`config.mk`:
```
export PLATFORM = sky130hd
export DESIGN_NAME = store_writer
export DESIGN_NICKNAME = d
export VERILOG_FILES = /design/src/rtl/store_writer.sv
export SDC_FILE = /design/constraint.sdc
export NUM_CORES = 1
export LEC_CHECK = 0
export ABC_AREA = 1
export BUFFER_PORTS_ARGS = -buffer_cell sky130_fd_sc_hd__buf_2
export CAP_MARGIN = 20
export CORE_MARGIN = 10
export CORE_UTILIZATION = 55
export DETAILED_ROUTE_END_ITERATION = 10
export GPL_TIMING_DRIVEN = 0
export MAX_ROUTING_LAYER = met4
export PLACE_DENSITY = 0.76
export SLEW_MARGIN = 20
export SYNTH_ARGS = -nofsm -noshare
export SYNTH_HDL_FRONTEND = slang
export SYNTH_SLANG_ARGS = --single-unit
export TNS_END_PERCENT = 100
```
`constraint.sdc`:
```
create_clock -name clk_in -period 2.24 [get_ports clk_in]
set_input_delay 0.224 -clock clk_in [delete_from_list [all_inputs] [get_ports clk_in]]
set_output_delay 0.224 -clock clk_in [all_outputs]
set_load 0.05 [all_outputs]
```
`src/rtl/store_writer.sv`:
```
// store_writer: commit-stage store responder, serialises SB/SH/SW into RAM byte writes.
// Optional STORE_WRITER_IO_STALL_EN: hold I/O-space bytes while the I/O buffer is full.
`ifndef INST_TYPE_WIDTH
`define INST_TYPE_WIDTH 3
`endif
`ifndef SB
`define SB 3'b000
`endif
`ifndef SH
`define SH 3'b001
`endif
`ifndef SW
`define SW 3'b010
`endif

module store_writer #(
   parameter int ADDR_W = 32,
   parameter int DATA_W = 32,
   parameter int IO_SEL_HI = 17,
   parameter int IO_SEL_LO = 16,
   parameter logic [IO_SEL_HI-IO_SEL_LO:0] IO_SEL_VAL = 2'b11
) (
   input  logic                        clk_in,
   input  logic                        rst_n_in,
   input  logic                        rdy_in,
   input  logic                        rob_en_in,
   input  logic [ADDR_W-1:0]           rob_address_in,
   input  logic [DATA_W-1:0]           rob_wdata_in,
   input  logic [`INST_TYPE_WIDTH-1:0] rob_inst_type_in,
   output logic                        rob_rdy_out,
   output logic                        rob_finish_out,
   input  logic                        mem_grant_in,
   input  logic                        io_buffer_full_in,
   output logic                        mem_req_out,
   output logic [ADDR_W-1:0]           mem_a_out,
   output logic [7:0]                  mem_dout,
   output logic                        mem_wr_out
);

   localparam int NB = DATA_W / 8;
   localparam int IW = $clog2(NB + 1);

   typedef enum logic [1:0] {
      IDLE,
      WRITE,
      DONE
   } state_t;

   state_t            state;
   logic [ADDR_W-1:0] base;
   logic [DATA_W-1:0] data;
   logic [IW-1:0]     cnt;
   logic [IW-1:0]     idx;
   logic [ADDR_W-1:0] last_a;
   logic [7:0]        last_d;

   logic [IW-1:0]     req_cnt;
   logic              req_ok;
   logic [ADDR_W-1:0] cur_a;
   logic [DATA_W-1:0] shifted;
   logic [7:0]        cur_d;
   logic              io_sel;
   logic              stall;
   logic              wr;

   always_comb begin
      req_cnt = '0;
      req_ok  = 1'b0;
      unique case (rob_inst_type_in)
         `SB: begin
            req_cnt = IW'(1);
            req_ok  = 1'b1;
         end
         `SH: begin
            req_cnt = IW'(2);
            req_ok  = 1'b1;
         end
         `SW: begin
            req_cnt = IW'(4);
            req_ok  = 1'b1;
         end
         default: begin
            req_cnt = '0;
            req_ok  = 1'b0;
         end
      endcase
   end

   // Byte address wraps naturally at 2^ADDR_W; no alignment check.
   assign cur_a   = base + ADDR_W'(idx);
   assign shifted = data >> {idx, 3'b000};
   assign cur_d   = shifted[7:0];
   assign io_sel  = (cur_a[IO_SEL_HI:IO_SEL_LO] == IO_SEL_VAL);

`ifdef STORE_WRITER_IO_STALL_EN
   assign stall = io_sel & io_buffer_full_in;
`else
   logic unused_io;
   assign unused_io = &{1'b0, io_sel, io_buffer_full_in};
   assign stall = 1'b0;
`endif

   assign wr = rdy_in & (state == WRITE) & mem_grant_in & ~stall;

   assign mem_wr_out     = wr;
   assign mem_a_out      = wr ? cur_a : last_a;
   assign mem_dout       = wr ? cur_d : last_d;
   assign mem_req_out    = (state == WRITE);
   assign rob_finish_out = rdy_in & (state == DONE);
   assign rob_rdy_out    = rst_n_in & (state == IDLE);

   always_ff @(posedge clk_in or negedge rst_n_in) begin
      if (!rst_n_in) begin
         state  <= IDLE;
         base   <= '0;
         data   <= '0;
         cnt    <= '0;
         idx    <= '0;
         last_a <= '0;
         last_d <= '0;
      end else if (rdy_in) begin
         unique case (state)
            IDLE: begin
               if (rob_en_in && req_ok) begin
                  base  <= rob_address_in;
                  data  <= rob_wdata_in;
                  cnt   <= req_cnt;
                  idx   <= '0;
                  state <= WRITE;
               end
            end
            WRITE: begin
               if (wr) begin
                  last_a <= cur_a;
                  last_d <= cur_d;
                  idx    <= idx + IW'(1);
                  if (idx + IW'(1) == cnt)
                     state <= DONE;
               end
            end
            DONE: begin
               state <= IDLE;
            end
            default: begin
               state <= IDLE;
            end
         endcase
      end
   end

endmodule
```
==> results of run 1 <==
==> final timing paths <==
path / cells past startpoint / slack (ns) / endpoint / start
worst max-delay path: 12 / -0.19 / mem_a_out[26] / base[0]
worst min-delay path: 3 / 0.03 / base[4] / rob_address_in[4]
worst max register to register: 9 / 0.38 / last_a[14] / base[0]
worst min register to register: 2 / 0.48 / data[23] / data[23]
max in group asynchronous: 3 / 1.51 / idx[2] / rst_n_in
min in group asynchronous: 3 / 0.37 / last_a[8] / rst_n_in
==> registers in the layout, indices dropped and copies added (netlist names) <==
signal	flops
cnt	3
data	32
idx	3
last_d	8
last_a	32
state	2
base	32
==> layer usage <==
metal	track usage, %	routed length [µm]
met1	28.9	7360
met5	-	0
met3	2.85	848
met2	37.9	8150
met4	7.66	269
==> final cells by class <==
type | count | share of cell area (%)
tap | 136 | 2.29
clock buffer | 13 | 2.13
inverter | 29 | 1.61
sequential | 112 | 37.8
buffer | 28 | 2.55
multi-input combinational | 599 | 40.4
clock inverter | 3 | 0.336
timing repair buffer | 128 | 12.9
==> cell families (layout without fill, tap and decap cells) <==
group                    count (synthesis)  after routing
AND/OR/NAND/NOR                        497            497
adder cells (fa/ha/maj)                  5              5
flip-flops                             112            112
buffers and inverters                   58            201
AO/OA/AOI/OAI                           80             80
XOR/XNOR                                17             17
==> power by group through the flow <==
stage / Combinational, W / Clock [W] / Sequential [W]
floorplan: 0.00300 / 0 / 0.00314
global placement: 0.00380 / 0 / 0.00328
detailed placement: 0.00390 / 0 / 0.00331
CTS: 0.00455 / 0.00118 / 0.00329
global route: 0.00512 / 0.00126 / 0.00341
finish: 0.00474 / 0.00117 / 0.00332
==> critical path: stages, from the launching register on <==
cell,delay [ns]
dfrtp_1,0.40
ha_2,0.20
fa_2,0.35
nand2_2,0.09
nand2_4,0.06
nand3_4,0.15
nor2_4,0.08
nand2_1,0.07
nand2_1,0.05
nand2_1,0.06
nand2_1,0.06
nand2_1,0.09
buf_6,0.16
==> metrics by stage <==
step           setup slack (ns)  hold WS (ns)  util (%)  cells  area [µm²]
2_1_floorplan           -0.0729       -0.0716         -    769        5790
3_3_place_gp             -0.617         0.425      63.6   1020        6530
3_5_place_dp            -0.0792         0.181      63.9   1021        6570
4_1_cts                  -0.226        0.0279      71.0   1046        7300
5_1_grt                  -0.324        0.0358      72.4   1048        7440
6_report                 -0.191        0.0299      72.4   1048        7440
==> placed cells by master (no fill, tap or decap), drive strengths merged <==
master,synthesis,layout
a21oi,2,2
buf,21,146
clkbuf,8,22
clkinv,2,1
clkinvlp,0,2
dfrtp,112,112
dlygate4sd3,0,1
fa,1,1
ha,4,4
inv,27,29
nand2,389,389
nand3,23,23
nand3b,8,8
nand4,2,2
nor2,70,70
nor3,3,3
o21ai,68,68
o21bai,2,2
o22a,8,8
or2,2,2
xnor2,8,8
xor2,9,9
==> timing repair <==
| item | CTS | global route |
|---|---|---|
| hold buffers | 2 | 0 |
| pin swaps | 26 | 18 |
| gates resized for setup | 129 | 37 |
| setup endpoints to repair | 40 | 40 |
| hold endpoints to repair | 42 | 0 |
| buffers inserted | 7 | 3 |
==> impl_metrics.yaml, run 1 <==
run_status:
  outcome: "complete, but fails checks"
  violations: "setup timing"
die:
  start_util_pct: 56.0
  die_x_um: 122
  rows: 37
  die_y_um: 122
  num_io_pins: 117
  core_area_um2: 10300
  die_area_um2: 15000
pwr:
  pwr-share-comb_pct: 51.4
  peakVddDrop_uv: 693
  leakage_nw: 3.75
  switching_share_pct: 46.4
  clockPowerShare_pct: 12.7
  intPower_w: 0.00495
  total_power_w: 0.00923
  p_sw_w: 0.00428
  powerDensity_nw_per_um2: 1240
  p_seq_share_pct: 35.9
synth:
  syn_area_um2: 5760
  synthCells: 769
  synth_edf_count: 0
  postSynthAreaPerCell_um2: 7.49
  yosys.area.top_type: "dfrtp_1"
  synth_top_area_share_pct: 48.7
  synth_top_family_by_area: "simple AND/OR/NAND/NOR gates"
  ys_ff_latch: 112
  async_reset_ff_share_pct: 100
  yosysMostFrequentCell: "nand2_1"
  ys_seq_area_share_pct: 48.7
  synthSimpleGateAreaFrac_pct: 35.2
  yosysUniqueCellTypes: 32
  synthTopCellsByArea: "dfrtp_1 49%, nand2_1 25%, nor2_1 3.8%"
  synthXorXnorAreaFrac_pct: 2.59
  ys_top_cells_by_count: "386 x nand2_1, 112 x dfrtp_1, 58 x nor2_1"
  synth-main-ff-cell: "dfrtp_1"
  synthesis.nets: 847
  synth_compound_area_share_pct: 7.56
  muxShareOfSynthArea_pct: 0
  synthAdderAreaFrac_pct: 1.22
  synth_warnings: 0
drt:
  postRouteAntennaNets: 0
  wire_per_inst_um: 15.9
  drcViolationCount: 0
  via_per_inst: 5.21
  first_pass_iters: 5
  vias: 5457
  initialDrtViolationCount: 325
  wl_um: 16600
worst_hold_path:
  min_path_type: "in -> reg"
sta:
  drv_slew: 0
  rsz0062_at_grt: "true"
  post-route-period-util_pct: 109
  slew_headroom_pct: 60.4
  fin_crit_ns: 2.43
  worst_slack_ns: -0.191
  skew_ns: 0.00969
  tightest_slew_ns: 0.594
  setup_tns_ns: -3.16
  finalSetupViolations: 27
  timing.fmax_mhz: 411
  hold_violations: 0
critical_path:
  cp_data_required_time_ns: 2.02
  critPathArrivalTime_ns: 2.21
  cp-end-kind: "output pin"
  path_class: "reg -> out"
  crit_fanout: 5
  critPathLaunchType: "flop"
global_route:
  grt_antenna_before_repair: 0
  grt.total_usage_pct: 23.0
  gr-total-overflow: 0
  grt_max_degree: 72
  grt_pass1_wl_um: 26700
  grt_pass1_vias: 5493
final_layout:
  multi_input_area_um2: 3010
  syn_to_final_growth_pct: 29.3
  drive_above_1_share_pct: 27.7
  num_antenna_cells: 0
  fillCellCount: 804
  nets: 985
  regArea_um2: 2810
placed_design:
  dpl.hpwl_um: 12700
  gp_congestion: 0.898
  port_buffers: 115
clock_tree:
  h-tree-depth: 3
  clk_path_buf_depth: 2
  cts.reportedPaths.clkPinSlew_ns: 0.11
  cts_tree: "built"
  cts_root_buffer: "clkbuf_8"
  clock-sinks: 112
  clk_latency_ns: 0.38
  cts_buffers: 9
flow_run:
  drv_cap: 0
Note: power is estimated with default switching activity, not from simulation.
==> run 2, diff against run 1 <==
--- a/config.mk
+++ b/config.mk
@@ -5,11 +5,10 @@
 export SDC_FILE = /design/constraint.sdc
 export NUM_CORES = 1
 export LEC_CHECK = 0
-export ABC_AREA = 1
 export BUFFER_PORTS_ARGS = -buffer_cell sky130_fd_sc_hd__buf_2
 export CAP_MARGIN = 20
 export CORE_MARGIN = 10
-export CORE_UTILIZATION = 55
+export CORE_UTILIZATION = 54
 export DETAILED_ROUTE_END_ITERATION = 10
 export GPL_TIMING_DRIVEN = 0
 export MAX_ROUTING_LAYER = met4
==> run 2 against run 1 <==
Net effect:
- worst hold slack better by 0.041 ns
- total power up 20%
- sequential cell count unchanged
- core utilization up 6.7 points
- die area down 5.4%
- critical path depth down 4
- largest power group unchanged
- largest cell class unchanged
- final area up 2.5%
- count of clock-buffer cells in the layout down 2
- highest routed layer unchanged
- the run still ends with setup timing left
- non-clock buffer count up 20
==> impl_metrics.yaml, run 2 <==
run_status:
  outcome: "complete, but fails checks"
  violations: "setup timing"
drt:
  via_per_inst: 5.69
  wl_um: 15500
  first_pass_iters: 4
  postRouteAntennaNets: 0
  initialDrtViolationCount: 187
  vias: 4288
  wire_per_inst_um: 20.5
  drcViolationCount: 0
critical_path:
  startpoint: "idx[2]"
  critPathLaunchType: "flop"
  path_class: "reg -> out"
  crit_family: "flip-flops"
  cp-end-kind: "output pin"
  slowest_stage: "dfrtp_2"
  worstPathCellList: "ha_4 -> nand3_4 -> a21oi_4 -> buf_6 -> nand4_1 -> xor2_2 -> o21ai_4 -> buf_8"
  crit_fanout: 5
  slowest_delay_ns: 0.44
  rr_startpoint: "base[0]"
  cp_data_required_time_ns: 2.02
  critPathArrivalTime_ns: 2.45
  path_buf_inv: 2
clock_tree:
  clk_path_buf_depth: 2
  clk_latency_ns: 0.38
  cts_buffers: 9
  cts_tree: "built"
  cts.reportedPaths.clkPinSlew_ns: 0.11
  h-tree-depth: 3
  cts_root_buffer: "clkbuf_8"
  clock-sinks: 112
worst_hold_path:
  min_path_type: "in -> reg"
  holdCritStartpoint: "rob_wdata_in[4]"
sta:
  fin_crit_ns: 2.67
  tightest_slew_ns: 0.860
  rsz0062_at_grt: "true"
  slew_headroom_pct: 42.7
  timing.fmax_mhz: 374
  post-route-period-util_pct: 119
  hold_violations: 0
  finalSetupViolations: 29
  worst_slack_ns: -0.434
  skew_ns: 0.0154
  setup_tns_ns: -8.85
  drv_slew: 0
placed_design:
  dpl.hpwl_um: 9900
  gp_congestion: 0.818
  port_buffers: 115
  dp_cells: 699
final_layout:
  drive_above_1_share_pct: 58.4
  syn_to_final_growth_pct: 44.3
  final_cells: 753
  num_antenna_cells: 0
  regArea_um2: 2820
  fillCellCount: 598
  nets: 693
  layout_common_cells: "101 x dfrtp_1, 78 x buf_2, 64 x mux2_2"
  final_common_cell: "dfrtp_1"
  top_regs: "base (32), data (32), last_a (32)"
  multi_input_area_um2: 3090
synth:
  postSynthAreaPerCell_um2: 11.8
  ys_top_cells_by_count: "112 x dfrtp_1, 64 x mux2_2, 62 x o21ai_0"
  ys_ff_latch: 112
  yosysMostFrequentCell: "dfrtp_1"
  syn_area_um2: 5290
  synth_edf_count: 0
  synth_top_area_share_pct: 53.0
  synth-main-ff-cell: "dfrtp_1"
  yosys.area.top_type: "dfrtp_1"
  yosysUniqueCellTypes: 39
  synthTopCellsByArea: "dfrtp_1 53%, mux2_2 14%, o21ai_0 5.9%"
  synth_warnings: 0
  synthesis.nets: 528
  ys_seq_area_share_pct: 53.0
  async_reset_ff_share_pct: 100
  synthCells: 450
flow_run:
  drv_cap: 0
global_route:
  gr-total-overflow: 0
  grt_antenna_before_repair: 0
  grt_pass1_wl_um: 22600
  grt_max_degree: 59
  grt.total_usage_pct: 20.0
  grt_pass1_vias: 4542
die:
  start_util_pct: 54.9
  rows: 36
  core_area_um2: 9640
  num_io_pins: 117
  die_x_um: 119
  die_y_um: 119
  die_area_um2: 14200
pwr:
  powerDensity_nw_per_um2: 1460
  peakVddDrop_uv: 815
  leakage_nw: 3.43
[run 2: per-layer routing]
metal	up-vias	wire length, µm	track usage, %	share of wire, %
met5	-	0	-	0
met4	0	357	4.43	2.3
met3	33	798	3.87	5.2
met2	158	8270	34.5	53
met1	2158	6050	23.8	39
li1	1939	-	-	-
[run 2: worst register-to-register path: stages, from the launching register on]
cell,delay [ns]
dfrtp_1,0.38
ha_2,0.20
fa_2,0.24
a21oi_4,0.09
nor4_4,0.31
buf_6,0.19
nand3_4,0.08
xor2_2,0.18
buf_4,0.15
buf_6,0.10
buf_6,0.10
buf_6,0.10
buf_6,0.11
o21ai_2,0.09
[run 2: path summary, 6_finish.rpt]
kind	slack (ns)	to	depth (start not counted)
max	-0.43	mem_a_out[25]	8
min	0.07	data[4]	2
max reg2reg	-0.15	last_a[14]	13
min reg2reg	0.49	last_a[0]	2
max in group asynchronous	1.17	last_a[0]	3
min in group asynchronous	0.37	last_a[10]	2
[run 2: what timing repair did]
item,in CTS,in global routing
hold buffers,1,0
resized for setup,123,88
setup buffers,16,21
endpoints found under the hold margin,54,0
cloned,1,0
pin swaps,15,25
endpoints found under the setup margin,50,41
[run 2: cell families (layout without fill, tap and decap cells)]
group / after synthesis / after routing / share of synthesized area, %
flops: 112 / 112 / 53.0
simple gates: 108 / 108 / 10.7
compound gates: 93 / 93 / 10.5
mux: 72 / 72 / 17.0
xor+xnor: 33 / 33 / 5.46
buf+inv: 27 / 197 / 1.99
fa+ha+maj: 5 / 5 / 1.32
[run 2: area by class of cell]
type                       count  area share, %
buffer                        22           1.89
clock buffer                  11           1.98
tap                          133           2.18
sequential                   112           36.9
timing repair buffer         154           15.4
clock inverter                 5          0.836
inverter                       5          0.262
multi-input combinational    311           40.5
[run 2: per-stage QoR]
step | cell area, µm² | total power, W | hold WS [ns] | utilization [%] | setup slack, ns
global route | 7630 | 0.0117 | 0.0574 | 79.2 | -0.543
finish | 7630 | 0.0111 | 0.0713 | 79.2 | -0.434
CTS | 7110 | 0.0103 | 0.0644 | 73.8 | -0.417
detailed placement | 6280 | 0.00825 | 0.223 | 65.2 | -0.420
global placement | 6250 | 0.00806 | 0.456 | 64.8 | -0.693
floorplan | 5510 | 0.00715 | -0.0716 | - | -0.00293
[run 2: where the power goes]
part | switching [W] | internal [W]
clock | 0.000718 | 0.000588
sequential | 0.000752 | 0.00295
combinational | 0.00344 | 0.00266
total | 0.00491 | 0.00619
